$ cat config.mk
export PLATFORM = sky130hd
export DESIGN_NAME = instr_fetch_queue
export DESIGN_NICKNAME = d
export VERILOG_FILES = /design/src/rtl/instr_fetch_queue.sv
export SDC_FILE = /design/constraint.sdc
export NUM_CORES = 1
export LEC_CHECK = 0
export BUFFER_PORTS_ARGS = -buffer_cell sky130_fd_sc_hd__buf_2
export CORE_MARGIN = 4
export CORE_UTILIZATION = 59
export DETAILED_ROUTE_END_ITERATION = 7
export MAX_ROUTING_LAYER = met4
export PLACE_DENSITY = 0.82
export SLEW_MARGIN = 0
export SYNTH_ARGS = -nofsm -noshare
export SYNTH_HDL_FRONTEND = slang
export SYNTH_SLANG_ARGS = --single-unit
$ cat constraint.sdc
create_clock -name clk -period 5 [get_ports clk]
set_clock_uncertainty 0.15 [all_clocks]
set_input_delay 0.25 -clock clk [delete_from_list [all_inputs] [get_ports clk]]
set_output_delay 0.25 -clock clk [all_outputs]
set_load 0.02 [all_outputs]
$ cat src/rtl/instr_fetch_queue.sv
// instr_fetch_queue
// Instruction fetch front end for the multi-cycle core. It issues word-aligned
// requests to a synchronous instruction memory that answers one cycle later,
// and buffers the returned words in a small FIFO. The FIFO head is presented
// as `command`; the core pops it with `done`. A `redirect` flushes the queue
// and restarts fetch at a new PC.
//
// A FIFO slot is reserved for every outstanding response. Because of this, a
// request is only issued when the queued words plus the word in flight leave
// room. The FIFO therefore cannot overflow, and no backpressure on the memory
// side is needed.

module instr_fetch_queue #(
  parameter int unsigned DEPTH    = 4,
  parameter logic [31:0] RESET_PC = 32'h0000_0000
) (
  input  logic                     clk,
  input  logic                     reset,
  input  logic                     run,
  output logic [31:0]              mem_addr,
  output logic                     mem_req,
  input  logic [31:0]              mem_rdata,
  input  logic                     redirect,
  input  logic [31:0]              redirect_pc,
  input  logic                     done,
  output logic [31:0]              command,
  output logic                     cmd_valid,
  output logic [$clog2(DEPTH):0]   count
);

  localparam int unsigned PW  = $clog2(DEPTH);
  localparam int unsigned CW  = PW + 1;
  localparam logic [31:0] NOP = 32'h0000_0013;

  logic [31:0]   fetch_pc;
  logic [PW-1:0] rd_ptr;
  logic [PW-1:0] wr_ptr;
  logic [CW-1:0] occ;
  logic          inflight;
  logic          squash;
  logic [31:0]   fifo_mem [DEPTH];

  logic [CW:0]   reserved;
  logic          room;
  logic          push;
  logic          pop;

  // Decide whether a request may go out this cycle. Also decide which
  // queue operations take effect on the coming edge.
  // A pop in the same cycle is deliberately not counted as free space.
  always_comb begin
    reserved = {1'b0, occ} + (CW+1)'(inflight);
    room     = reserved < (CW+1)'(DEPTH);
    mem_req  = run & ~redirect & ~reset & room;
    push     = inflight & ~squash & ~redirect;
    pop      = done & cmd_valid & ~redirect;
  end

  assign mem_addr  = fetch_pc;
  assign cmd_valid = (occ != '0);
  assign command   = cmd_valid ? fifo_mem[rd_ptr] : NOP;
  assign count     = occ;

  // Capture the returning instruction word into the FIFO storage.
  always_ff @(posedge clk) begin
    if (!reset && push) begin
      fifo_mem[wr_ptr] <= mem_rdata;
    end
  end

  // Fetch PC, queue pointers/occupancy and response tracking.
  // Redirect outranks fetch, response and pop.
  always_ff @(posedge clk) begin
    if (reset) begin
      fetch_pc <= RESET_PC;
      rd_ptr   <= '0;
      wr_ptr   <= '0;
      occ      <= '0;
      inflight <= 1'b0;
      squash   <= 1'b0;
    end else if (redirect) begin
      fetch_pc <= redirect_pc & 32'hFFFF_FFFC;
      rd_ptr   <= '0;
      wr_ptr   <= '0;
      occ      <= '0;
      // No request goes out during a redirect, so nothing new is in flight.
      inflight <= 1'b0;
      squash   <= inflight;
    end else begin
      squash   <= 1'b0;
      inflight <= mem_req;
      if (mem_req) begin
        fetch_pc <= fetch_pc + 32'd4;
      end
      if (push) begin
        wr_ptr <= wr_ptr + PW'(1);
      end
      if (pop) begin
        rd_ptr <= rd_ptr + PW'(1);
      end
      unique case ({push, pop})
        2'b10:   occ <= occ + CW'(1);
        2'b01:   occ <= occ - CW'(1);
        default: occ <= occ;
      endcase
    end
  end

endmodule

=== Yosys cells after proc, flatten, opt, wreduce, memory -nomap -nowiden ===
Memory sizes are Yosys's and may differ from the RTL's. A register that Yosys moved wholly into a read port is not among the register bits.
Index checks and enable logic that the tools add are counted.

* Bits of input ports: 69
* Memories kept: 1
* Output and inout bits: 69
* Bits in writable memories: 128
* Logic and storage cells: 42
* Register bits after elaboration: 41

{| class="wikitable"
|+ Memory list
! memory !! depth !! width !! rd ports !! clocked after memory_dff !! wr ports !! RTL line !! RTL
|-
| fifo_mem || 4 || 32 || 1 || 1 || 1 || 41 || <nowiki>logic [31:0] fifo_mem [DEPTH];</nowiki>
|}

* Eq/ne operators: 2
* Reductions and logical operators: 7
* Order comparisons: 1
* Bitwise gates (word level): 10
* Mux-type cells: 8
* $add $sub $neg: 6

{| class="wikitable"
|+ Operators by type and width
! kind !! number
|-
| 32-bit 2-to-1 mux || 3
|-
| 32-bit by 3-bit adder with 32-bit output (second input constant) || 1
|-
| 1-bit bitwise AND || 7
|-
| 3-bit one-hot mux with 2 select lines || 1
|-
| 2-bit by 1-bit adder with 2-bit output (second input constant) || 2
|-
| 3-bit by 1-bit adder with 4-bit output || 1
|-
| 4-bit by 3-bit < comparator with 1-bit output (second input constant) || 1
|-
| 2-bit 2-to-1 mux || 2
|-
| 2-bit nonzero test || 2
|-
| 2-bit OR reduction || 2
|-
| 3-bit by 1-bit adder with 3-bit output (second input constant) || 1
|-
| 1-bit inverter || 3
|-
| 3-bit nonzero test || 1
|-
| 3-bit by 1-bit subtractor with 3-bit output (second input constant) || 1
|-
| 2-bit by 1-bit == test with 1-bit output (second input constant) || 1
|-
| 2-bit == test (second input constant) || 1
|-
| 1-bit 2-to-1 mux || 2
|-
| 1-bit logical AND || 1
|-
| 1-bit zero test || 1
|}

=== Longest topological paths before layout ===
Gate-level depths: netlist (run 1).

* Depth in word-level cells: 6
* Depth in mapped cells: 10
* Depth with buffers taken out: 8

=== Least setup slack after synthesis (run 1) ===
OpenSTA, ideal clock, no wires.

* Kind: reg2reg
* From: register occ[0], in the netlist count[0]
* To: register occ[2], in the netlist count[2]
* Path buffers: 0
* Path slack: 2.562 ns
* Stages on the path, launching flop included: 9
* Required time: 4.778 ns
* Period minus slack after synthesis: 2.438 ns
* Arrival: 2.217 ns
* Library setup time: 0.072 ns
* Cells stage by stage: dfxtp_1 nor3_1 nor3b_1 ha_1 inv_1 fa_1 xor2_1 or3_1 a21oi_1

* Cells in the longest elaborated chain, start to end: 5
* Elaborated cells between the ends (all ways): 9
* Classes of those cells: add/sub (2); eq/ne (2); mux (1); bitwise (2); reduce/logical (2)

{| class="wikitable"
|+ Ends and longest elaborated chain
! what !! RTL line !! RTL
|-
| start, declared || 38 || <nowiki>logic [CW-1:0] occ;</nowiki>
|-
| start signal, assigned || 102 || <nowiki>2'b10: occ <= occ + CW'(1);</nowiki>
|-
| start signal, assigned || 103 || <nowiki>2'b01: occ <= occ - CW'(1);</nowiki>
|-
| 3-bit nonzero test (*) || 60 || <nowiki>assign cmd_valid = (occ != '0);</nowiki>
|-
| 1-bit bitwise AND (*) (2 in series) || 56 || <nowiki>pop = done & cmd_valid & ~redirect;</nowiki>
|-
| net pop || 46 || <nowiki>logic pop;</nowiki>
|-
| 2-bit by 1-bit == test with 1-bit output or 2-bit == test (tied branches) || 101 || <nowiki>unique case ({push, pop})</nowiki>
|-
| 3-bit one-hot mux with 2 select lines or 2-bit nonzero test (tied branches) || - ||
|}

Mark *: on every way through the listed nets, which the timed path passes. The rest lies on a longest branch.
A chain may end at the register's enable or synchronous reset.

==> flow_summary_export.csv, run 1 <==
group,metric,value,unit
layout,drive_gt1_frac,0.322,
clock_tree,cts_tree,"yes",
synth,synth_top_area_frac,0.538,
synth,seq_area_frac_synth,0.653,
layout,multi_input_area,2320,sq um
sta,maxSlewHeadroom,0.292,
die,initial_utilization,0.615,
setup_path,worst_ep_required_time,4.60,ns
layout,instances_no_fill,827,
setup_path,cp.depth,4,
synth,syn_avg_cell_area,14.6,sq um
place,dp_cells,741,
setup_path,critPathSlowestCell,"dfxtp_2",
die,row_count,39,
synth,netlist_area,7140,sq um
sta,final_max_slew_viol_count,0,
sta,worstMarginPinSlew,1.06,ns
setup_path,end_kind,"primary output",
setup_path,r2r_end,"mem_addr[18]",
synth,synthArstFlopShare,0,
hold_path,min_to,"mem_addr[19]",
power_and_ir_drop,leakage,3.24,nW
setup_path,critPathTopFamily,"buffers and inverters",
power_and_ir_drop,switching_share,0.224,
die,ios,138,
sta,rsz0062_at_grt,"no",
detailed_routing,drtPass1Iterations,5,
grt,grt_antenna_before_repair,0,
sta,post-route-period-util,0.584,
setup_path,reg2reg_slack,2.28,ns
hold_path,worst_hold_path_type,"in2reg",
sta,setup_viol_count_final,0,
grt,grt_pass1_wl,26400,um
detailed_routing,vias_per_cell,5.96,
sta,hold-worst-slack,0.0233,ns
status,outcome,"completed",
detailed_routing,routed_wirelength,16500,um
clock_tree,cts.htree.levels,4,
die,die_w,118,um
place,dp_hpwl,9550,um
setup_path,cp.arrival,2.52,ns
grt,grt_use_total,0.250,
power_and_ir_drop,peakVddDrop,0.246,mV
layout,seqCellArea,4670,sq um
grt,grt_max_degree,34,
synth,synth_edf_count,128,
hold_path,hp-start,"redirect_pc[19]",
place,gp_congestion,0.836,
run,drv_cap,0,
clock_tree,clock_path_buffers,2,
synth,netlist_top_cells_area,"edfxtp_1, dfxtp_1, mux4_2",
power_and_ir_drop,p_clk_frac,0.420,
detailed_routing,routedWlPerCell,19.9,um
synth,synth-main-ff-cell,"edfxtp_1",
power_and_ir_drop,switching_power,0.669,mW
setup_path,critPathKind,"reg2out",
clock_tree,cts.sinks,169,
setup_path,slowest_delay,0.60,ns
detailed_routing,drt_iter0_markers,520,
power_and_ir_drop,p_comb_frac,0.062,
clock_tree,ctsResizeCount,0,
sta,fin_setup_tns,0,ns
synth,yosysWarnings,0,
clock_tree,numCtsBuffers,17,
clock_tree,clk_pin_slew_worst_paths,0.07,ns
power_and_ir_drop,pwr-share-seq,0.518,
detailed_routing,ant_nets,0,
setup_path,cp_cell_sequence,"buf_4 -> mux4_2 -> or2_2 -> buf_2",
place,io_buffers,133,
sta,fmax,342,MHz
die,core,11600,sq um
hold_path,hold_path_depth,3,
sta,finalHoldViolations,0,
detailed_routing,drc_errors,0,
setup_path,critPathLaunchType,"flip-flop",
synth,synth-seq-cells,169,
synth,synth_top_area_cell,"edfxtp_1",
clock_tree,clock_latency,0.43,ns
grt,grt_overflow,0,
layout,syn_to_final_growth,26.4,%
setup_path,critPathMaxFanout,21,
layout,antenna_cells,0,
die,fp.dieH,118,um
clock_tree,clockRootBuffer,"clkbuf_16",
power_and_ir_drop,powerDensity,332,nW/um^2
die,die-area,13900,sq um
grt,grt_pass1_vias,5134,
synth,postSynthCellCount,488,
setup_path,reg2reg_depth,6,
setup_path,crit_buf_inv,2,
power_and_ir_drop,power,2.99,mW
synth,synth.distinct_cells,54,
power_and_ir_drop,intPower,2.32,mW
layout,fin_nets,747,
sta,finalCriticalPeriod,2.92,ns
detailed_routing,vias,4925,
layout,fillers,665,
setup_path,timing.rr.start,"count[1]",
## repair_timing
action / CTS / global route
endpoints found under the setup margin: 0 / 0
setup buffers: 0 / 0
endpoints found under the hold margin: 150 / 0
hold buffers: 54 / 0
## synth_stat cells, drive strengths merged (2+ instances only)
cell / instances
a211oi: 5
a21oi: 19
a311oi: 3
a31oi: 7
and2: 8
and3: 9
and4: 4
buf: 6
clkbuf: 21
dfxtp: 41
edfxtp: 128
ha: 6
inv: 13
mux2: 4
mux4: 32
nand2: 35
nand3: 12
nand4: 8
nor2: 18
nor2b: 31
nor3: 10
nor4: 10
o21a: 2
o21ai: 7
o22ai: 6
or2: 3
or3: 2
xnor2: 17
xor2: 4
## through the flow
step,utilization,cell area (sq um),setup WS (ns)
floorplan,-,7140,2.56
global route,0.777,9020,1.90
global placement,0.680,7900,2.06
finish,0.777,9020,2.08
CTS,0.777,9020,2.02
detailed placement,0.680,7900,1.89
## power groups by stage
stage	sequential (mW)	combinational (mW)	clock, mW
after floorplan	1.59	0.0655	0
after global placement	1.58	0.142	0
after detailed placement	1.58	0.149	0
after CTS	1.55	0.184	1.27
after global routing	1.55	0.201	1.33
final	1.55	0.186	1.26
## cells by family (layout without fill, tap and decap cells)
logic type	Yosys count	after routing	share of synthesized area
other cells	1	2	0.000525
fa+ha+maj	7	7	0.0133
xor+xnor	21	21	0.0258
mux	36	36	0.107
flops	169	169	0.653
buf+inv	41	236	0.0242
compound gates	59	59	0.0538
simple gates	154	154	0.122
## area by class of cell
cell class | instances | area share
flip-flops and latches | 169 | 0.517
multi-input cells | 279 | 0.257
repair buffers | 190 | 0.136
clock buffers | 21 | 0.0546
well taps | 143 | 0.0198
clock inverters | 11 | 0.00957
inverters | 14 | 0.00582
## flip-flops by register name, indices dropped and copies added (netlist names), named ones only
name	count
count	3
fifo_mem	128
inflight	1
mem_addr	30
rd_ptr	2
squash	1
wr_ptr	2
## worst register-to-register path: cells and delay by family, from the launching register on
kind                   cells  cell delay, ns
DFF                        1            0.43
and+or+nand+nor            2            0.88
AOI/OAI and AO/OA          3            0.69
buffers and inverters      1            0.47
## routing by layer
metal	track usage	share of wire	vias to the layer above
li1	-	-	2233
met4	0.0894	0.024	0
met2	0.410	0.51	246
met1	0.306	0.40	2410
met3	0.0596	0.072	36
met5	-	0	-
## worst max-delay path by stage
stage | start | to | slack [ns]
4_1_cts | flip-flop | command[4] | 2.02
2_1_floorplan | count[0] | count[2] | 2.56
3_5_place_dp | redirect | count[2] | 1.89
6_report | flip-flop | command[4] | 2.08
3_3_place_gp | redirect | count[2] | 2.06
5_1_grt | flip-flop | command[4] | 1.90
## cells in the final DEF (no fill, tap or decap), types with 4 or more instances in the layout
cell | synthesis | routed
nor3_1 | 10 | 9
mux4_2 | 32 | 32
a211oi_1 | 4 | 4
xor2_1 | 4 | 4
buf_2 | 3 | 133
and2_1 | 8 | 8
dlygate4sd3_1 | 0 | 54
and3_1 | 9 | 5
a21oi_1 | 19 | 19
dfxtp_1 | 41 | 40
nor4_1 | 7 | 7
and3_2 | 0 | 4
edfxtp_1 | 128 | 128
clkbuf_16 | 0 | 19
nand3_1 | 11 | 11
inv_1 | 13 | 13
o22ai_1 | 6 | 6
o21ai_0 | 7 | 7
nand2_1 | 35 | 35
xnor2_1 | 17 | 17
nor2b_1 | 31 | 31
a31oi_1 | 7 | 7
mux2_2 | 4 | 4
nand4_1 | 7 | 7
nor2_1 | 18 | 18
clkinvlp_4 | 0 | 5
ha_1 | 6 | 6
No activity file was read; power rests on OpenSTA's default activity.
==> inputs of run 2 (changes only) <==
Settings changed: ABC_AREA set to 1, CORE_UTILIZATION 59 to 56, PLACE_DENSITY 0.82 to 0.78.
Clock period 5 ns to 2.7 ns, I/O delays scaled along.
==> flow_summary_export.csv, run 2 <==
group,metric,value,unit
status,outcome,"completed",
die,row_count,42,
power_and_ir_drop,power,5.57,mW
synth,synth.distinct_cells,34,
die,die-area,15400,sq um
clock_tree,clockRootBuffer,"clkbuf_16",
setup_path,cp_cell_sequence,"buf_4 -> nor2_1 -> o311ai_0 -> buf_2",
setup_path,critPathKind,"reg2out",
synth,yosysWarnings,0,
power_and_ir_drop,p_clk_frac,0.416,
detailed_routing,vias_per_cell,5.23,
synth,seq_area_frac_synth,0.616,
detailed_routing,vias,6277,
sta,maxSlewHeadroom,0.534,
clock_tree,clock_latency,0.42,ns
synth,syn_avg_cell_area,9.33,sq um
synth,netlist_area,7570,sq um
clock_tree,cts.sinks,169,
place,io_buffers,133,
layout,drive_gt1_frac,0.203,
sta,post-route-period-util,0.919,
power_and_ir_drop,pwr-share-seq,0.515,
layout,instances_no_fill,1200,
layout,top_register,"fifo_mem",
power_and_ir_drop,powerDensity,571,nW/um^2
sta,fmax,403,MHz
synth,synthArstFlopShare,0,
die,core,13200,sq um
sta,final_max_slew_viol_count,0,
grt,grt_pass1_vias,6103,
sta,finalHoldViolations,0,
detailed_routing,top_layer_used,"met4",
setup_path,cp.arrival,2.20,ns
run,drv_cap,0,
synth,synth_most_common_cell,"nor2_1",
detailed_routing,wl_met2,9120,um
grt,grt_overflow,0,
detailed_routing,wl_met3,1200,um
hold_path,worst_hold_path_type,"in2reg",
sta,finalCriticalPeriod,2.48,ns
power_and_ir_drop,switching_share,0.230,
detailed_routing,ant_nets,0,
clock_tree,numCtsBuffers,17,
synth,synth-seq-cells,169,
grt,grt_antenna_before_repair,0,
die,ios,138,
layout,antenna_cells,0,
power_and_ir_drop,leakage,3.76,nW
layout,largest_reg_flops,128,
setup_path,critPathMaxFanout,64,
synth,synth_top_area_frac,0.508,
setup_path,critPathLaunchType,"flip-flop",
clock_tree,cts_tree,"yes",
die,die_w,124,um
sta,hold-worst-slack,0.0392,ns
power_and_ir_drop,peakVddDrop,0.533,mV
detailed_routing,routed_wirelength,18200,um
layout,mostFrequentLayoutCells,"nor2_1, buf_2, nand2_1",
sta,setup_viol_count_final,0,
setup_path,slowest_delay,0.54,ns
synth,synth_top_area_cell,"edfxtp_1",
clock_tree,cts.htree.levels,4,
layout,syn_to_final_growth,28.9,%
power_and_ir_drop,p_comb_frac,0.070,
die,initial_utilization,0.572,
synth,synth_edf_count,128,
detailed_routing,drt_iter0_markers,456,
synth,ys_top_cells_by_count,"nor2_1, nand2_1, edfxtp_1",
place,dp_cells,1098,
setup_path,end_kind,"primary output",
clock_tree,clk_pin_slew_worst_paths,0.06,ns
detailed_routing,routedWlPerCell,15.2,um
place,gp_congestion,0.882,
synth,netlist_top_cells_area,"edfxtp_1, dfxtp_1, nor2_1",
sta,fin_setup_tns,0,ns
layout,fin_nets,1088,
setup_path,critPathSlowestCell,"buf_4",
detailed_routing,drtPass1Iterations,5,
sta,rsz0062_at_grt,"no",
power_and_ir_drop,intPower,4.29,mW
synth,synth-main-ff-cell,"edfxtp_1",
die,fp.dieH,124,um
clock_tree,postCtsSetupRepairBufs,0,
place,place_area,8480,sq um
grt,grt_max_degree,65,
power_and_ir_drop,switching_power,1.28,mW
grt,grt_pass1_wl,29300,um
detailed_routing,drc_errors,0,
synth,postSynthCellCount,811,
place,dp_hpwl,10600,um
layout,final_common_cell,"nor2_1",
clock_tree,clock_path_buffers,2,
detailed_routing,met1Wirelength,7580,um
setup_path,worst_ep_required_time,2.41,ns
sta,worstMarginPinSlew,0.699,ns
grt,grt_use_total,0.241,
layout,final_area,9760,sq um
==> run 2: cell types whose count changed after synthesis, moves of 25 or more <==
cell,before,now
nand3_1,11,36
a21oi_1,19,55
nor2b_1,31,0
nand2_1,35,129
inv_1,13,57
nor2_1,18,173
mux4_2,32,0
o21ai_0,7,77
==> run 2: critical path, delay by kind of cell (launching register included) <==
kind / cells / cell delay, ns
and+or+nand+nor: 1 / 0.11
buffers and inverters: 2 / 0.80
DFF: 1 / 0.35
AOI/OAI and AO/OA: 1 / 0.50
==> run 2: layout make-up <==
type                    instances  area [sq um]
multi-input cells             535          2490
inverters                      73           278
fillers                       940          3480
repair buffers                216          1540
clock buffers                  17           425
well taps                     176           220
clock inverters                14           139
flip-flops and latches        169          4670
==> run 2: worst paths after layout <==
kind              cells after the start  slack (ns)         end      start
hold / removal                        5        0.04   flip-flop       done
hold reg to reg                       2        0.33      squash   inflight
setup / recovery                      4        0.22  command[1]  flip-flop
setup reg to reg                      9        0.66    count[2]   count[1]
==> run 2: kinds of logic (layout without fill, tap and decap cells) <==
kind of cell,count (synthesis),in the layout,share of synthesized area
xor+xnor,6,6,0.00694
buf+inv,108,320,0.0588
fa+ha+maj,7,7,0.0126
simple gates,357,357,0.193
flops,169,169,0.616
compound gates,163,163,0.112
other cells,1,2,0.000495
==> run 2: repair_timing <==
item / 4_1_cts / 5_1_grt
hold buffers: 71 / 0
hold endpoints to repair: 168 / 0
endpoints found under the setup margin: 0 / 1
resized for setup: 0 / 1
==> run 2: power by group through the flow <==
stage	Clock, mW	Sequential, mW	Combinational (mW)
6_report	2.32	2.87	0.389
5_1_grt	2.46	2.87	0.427
4_1_cts	2.33	2.86	0.382
3_3_place_gp	0	2.92	0.293
2_1_floorplan	0	2.95	0.142
3_5_place_dp	0	2.92	0.301
==> run 2: per-stage QoR <==
| step | util | setup slack, ns |
|---|---|---|
| after floorplan | - | 0.152 |
| after global placement | 0.640 | 0.638 |
| after detailed placement | 0.640 | 0.582 |
| after CTS | 0.737 | 0.160 |
| after global routing | 0.737 | 0.0617 |
| final | 0.737 | 0.218 |
==> run 2: metal layers <==
layer,global-route usage,vias to the layer above
met5,-,-
met4,0.0761,0
met3,0.0485,35
met2,0.407,263
met1,0.293,2860
li1,-,3119
==> inputs of run 3 (changes only) <==
Settings changed: CORE_UTILIZATION 56 to 58, CTS_BUF_LIST set to sky130_fd_sc_hd__clkbuf_2 sky130_fd_sc_hd__clkbuf_4 sky130_fd_sc_hd__clkbuf_8, PLACE_DENSITY 0.78 to 0.81, SLEW_MARGIN 0 to not set.
==> flow_summary_export.csv, run 3 (same netlist as run 2, synthesis figures left out) <==
group,metric,value,unit
clock_tree,clock_path_buffers,2,
sta,fin_setup_tns,0,ns
layout,final_area,9610,sq um
setup_path,cp.arrival,2.09,ns
die,ios,138,
place,place_area,8470,sq um
sta,fmax,421,MHz
grt,grt_antenna_before_repair,0,
clock_tree,cts.htree.levels,4,
detailed_routing,routed_wirelength,17900,um
detailed_routing,drc_errors,0,
layout,top_register,"fifo_mem",
detailed_routing,drt_iter0_markers,386,
layout,antenna_cells,0,
die,fp.dieH,122,um
die,initial_utilization,0.595,
hold_path,worst_hold_path_type,"in2reg",
status,outcome,"completed",
sta,post-route-period-util,0.881,
layout,largest_reg_flops,128,
detailed_routing,vias,6270,
grt,grt_max_degree,43,
power_and_ir_drop,leakage,3.71,nW
detailed_routing,drtPass1Iterations,7,
die,row_count,41,
detailed_routing,routedWlPerCell,14.9,um
layout,fillers,872,
clock_tree,cts.sinks,169,
setup_path,critPathKind,"reg2out",
clock_tree,clk_pin_slew_worst_paths,0.08,ns
hold_path,hold_path_depth,2,
clock_tree,postCtsSetupRepairBufs,0,
setup_path,critPathMaxFanout,30,
power_and_ir_drop,power,5.14,mW
sta,finalCriticalPeriod,2.38,ns
grt,grt_pass1_vias,6038,
detailed_routing,ant_nets,0,
place,dp_hpwl,10800,um
sta,worstMarginPinSlew,0.623,ns
grt,grt_overflow,0,
power_and_ir_drop,peakVddDrop,0.278,mV
place,place_ws,0.674,ns
sta,maxSlewHeadroom,0.584,
clock_tree,cts_tree,"yes",
die,die_w,122,um
layout,mostFrequentLayoutCells,"nor2_1, buf_2, nand2_1",
setup_path,worst_ep_required_time,2.41,ns
sta,final_max_slew_viol_count,0,
run,drv_cap,0,
sta,setup_viol_count_final,0,
die,core,12700,sq um
power_and_ir_drop,powerDensity,535,nW/um^2
clock_tree,clockRootBuffer,"clkbuf_8",
layout,fin_nets,1090,
layout,final_common_cell,"nor2_1",
sta,finalWorstSetupSlack,0.323,ns
sta,rsz0062_at_grt,"no",
setup_path,reg2reg_depth,6,
clock_tree,numCtsBuffers,17,
sta,finalHoldViolations,0,
setup_path,critPathLaunchType,"flip-flop",
place,io_buffers,133,
place,gp_congestion,0.875,
grt,grt_pass1_wl,28300,um
clock_tree,clock_latency,0.45,ns
detailed_routing,vias_per_cell,5.23,
die,die-area,14900,sq um
layout,drive_gt1_frac,0.202,
layout,syn_to_final_growth,26.9,%
setup_path,end_kind,"primary output",
grt,grt_use_total,0.253,
## run 3: layout make-up
class                      count  area, sq um  area share
multi-input combinational    535         2500       0.260
timing repair buffer         218         1530       0.159
clock inverter                12          175      0.0182
sequential                   169         4670       0.486
inverter                      73          274      0.0285
tap                          172          215      0.0224
clock buffer                  19          249      0.0259
## run 3: power by group
part / switching [mW] / internal, mW
Clock: 0.870 / 1.02
Sequential: 0.0386 / 2.82
Combinational: 0.214 / 0.176
Total: 1.12 / 4.02
## run 3: worst paths after layout
kind | end | from | slack (ns)
hold reg to reg | flip-flop | rd_ptr[1] | 0.32
setup / recovery | command[1] | count[2] | 0.32
hold / removal | fifo_mem[1][9] | mem_rdata[9] | 0.28
setup reg to reg | mem_addr[3] | count[1] | 0.64
## run 3: per-layer routing
layer | track usage | up-vias | wire (um)
met5 | - | - | 0
met4 | 0.0910 | 0 | 297
met3 | 0.0567 | 31 | 1360
met2 | 0.438 | 263 | 9280
met1 | 0.291 | 2863 | 6930
li1 | - | 3113 | -
## run 3: metrics by stage
step | std cells | util | hold slack (ns)
5_1_grt | 1198 | 0.755 | 0.272
3_3_place_gp | 1096 | 0.666 | 0.197
2_1_floorplan | 812 | - | 0.0839
3_5_place_dp | 1096 | 0.666 | 0.201
4_1_cts | 1198 | 0.755 | 0.247
6_report | 1198 | 0.755 | 0.282
## run 3: repair_timing
item | in CTS | in global routing
endpoints found under the hold margin | 169 | 0
hold buffers | 71 | 0
setup endpoints to repair | 0 | 0
gates resized for setup | 0 | 0
## run 3: critical path, cell delays in order, from the launching register on
cell and delay (ns):
dfxtp_1 0.35, nor3_2 0.22, buf_4 0.41, inv_1 0.19, o311ai_0 0.20, buf_2 0.27
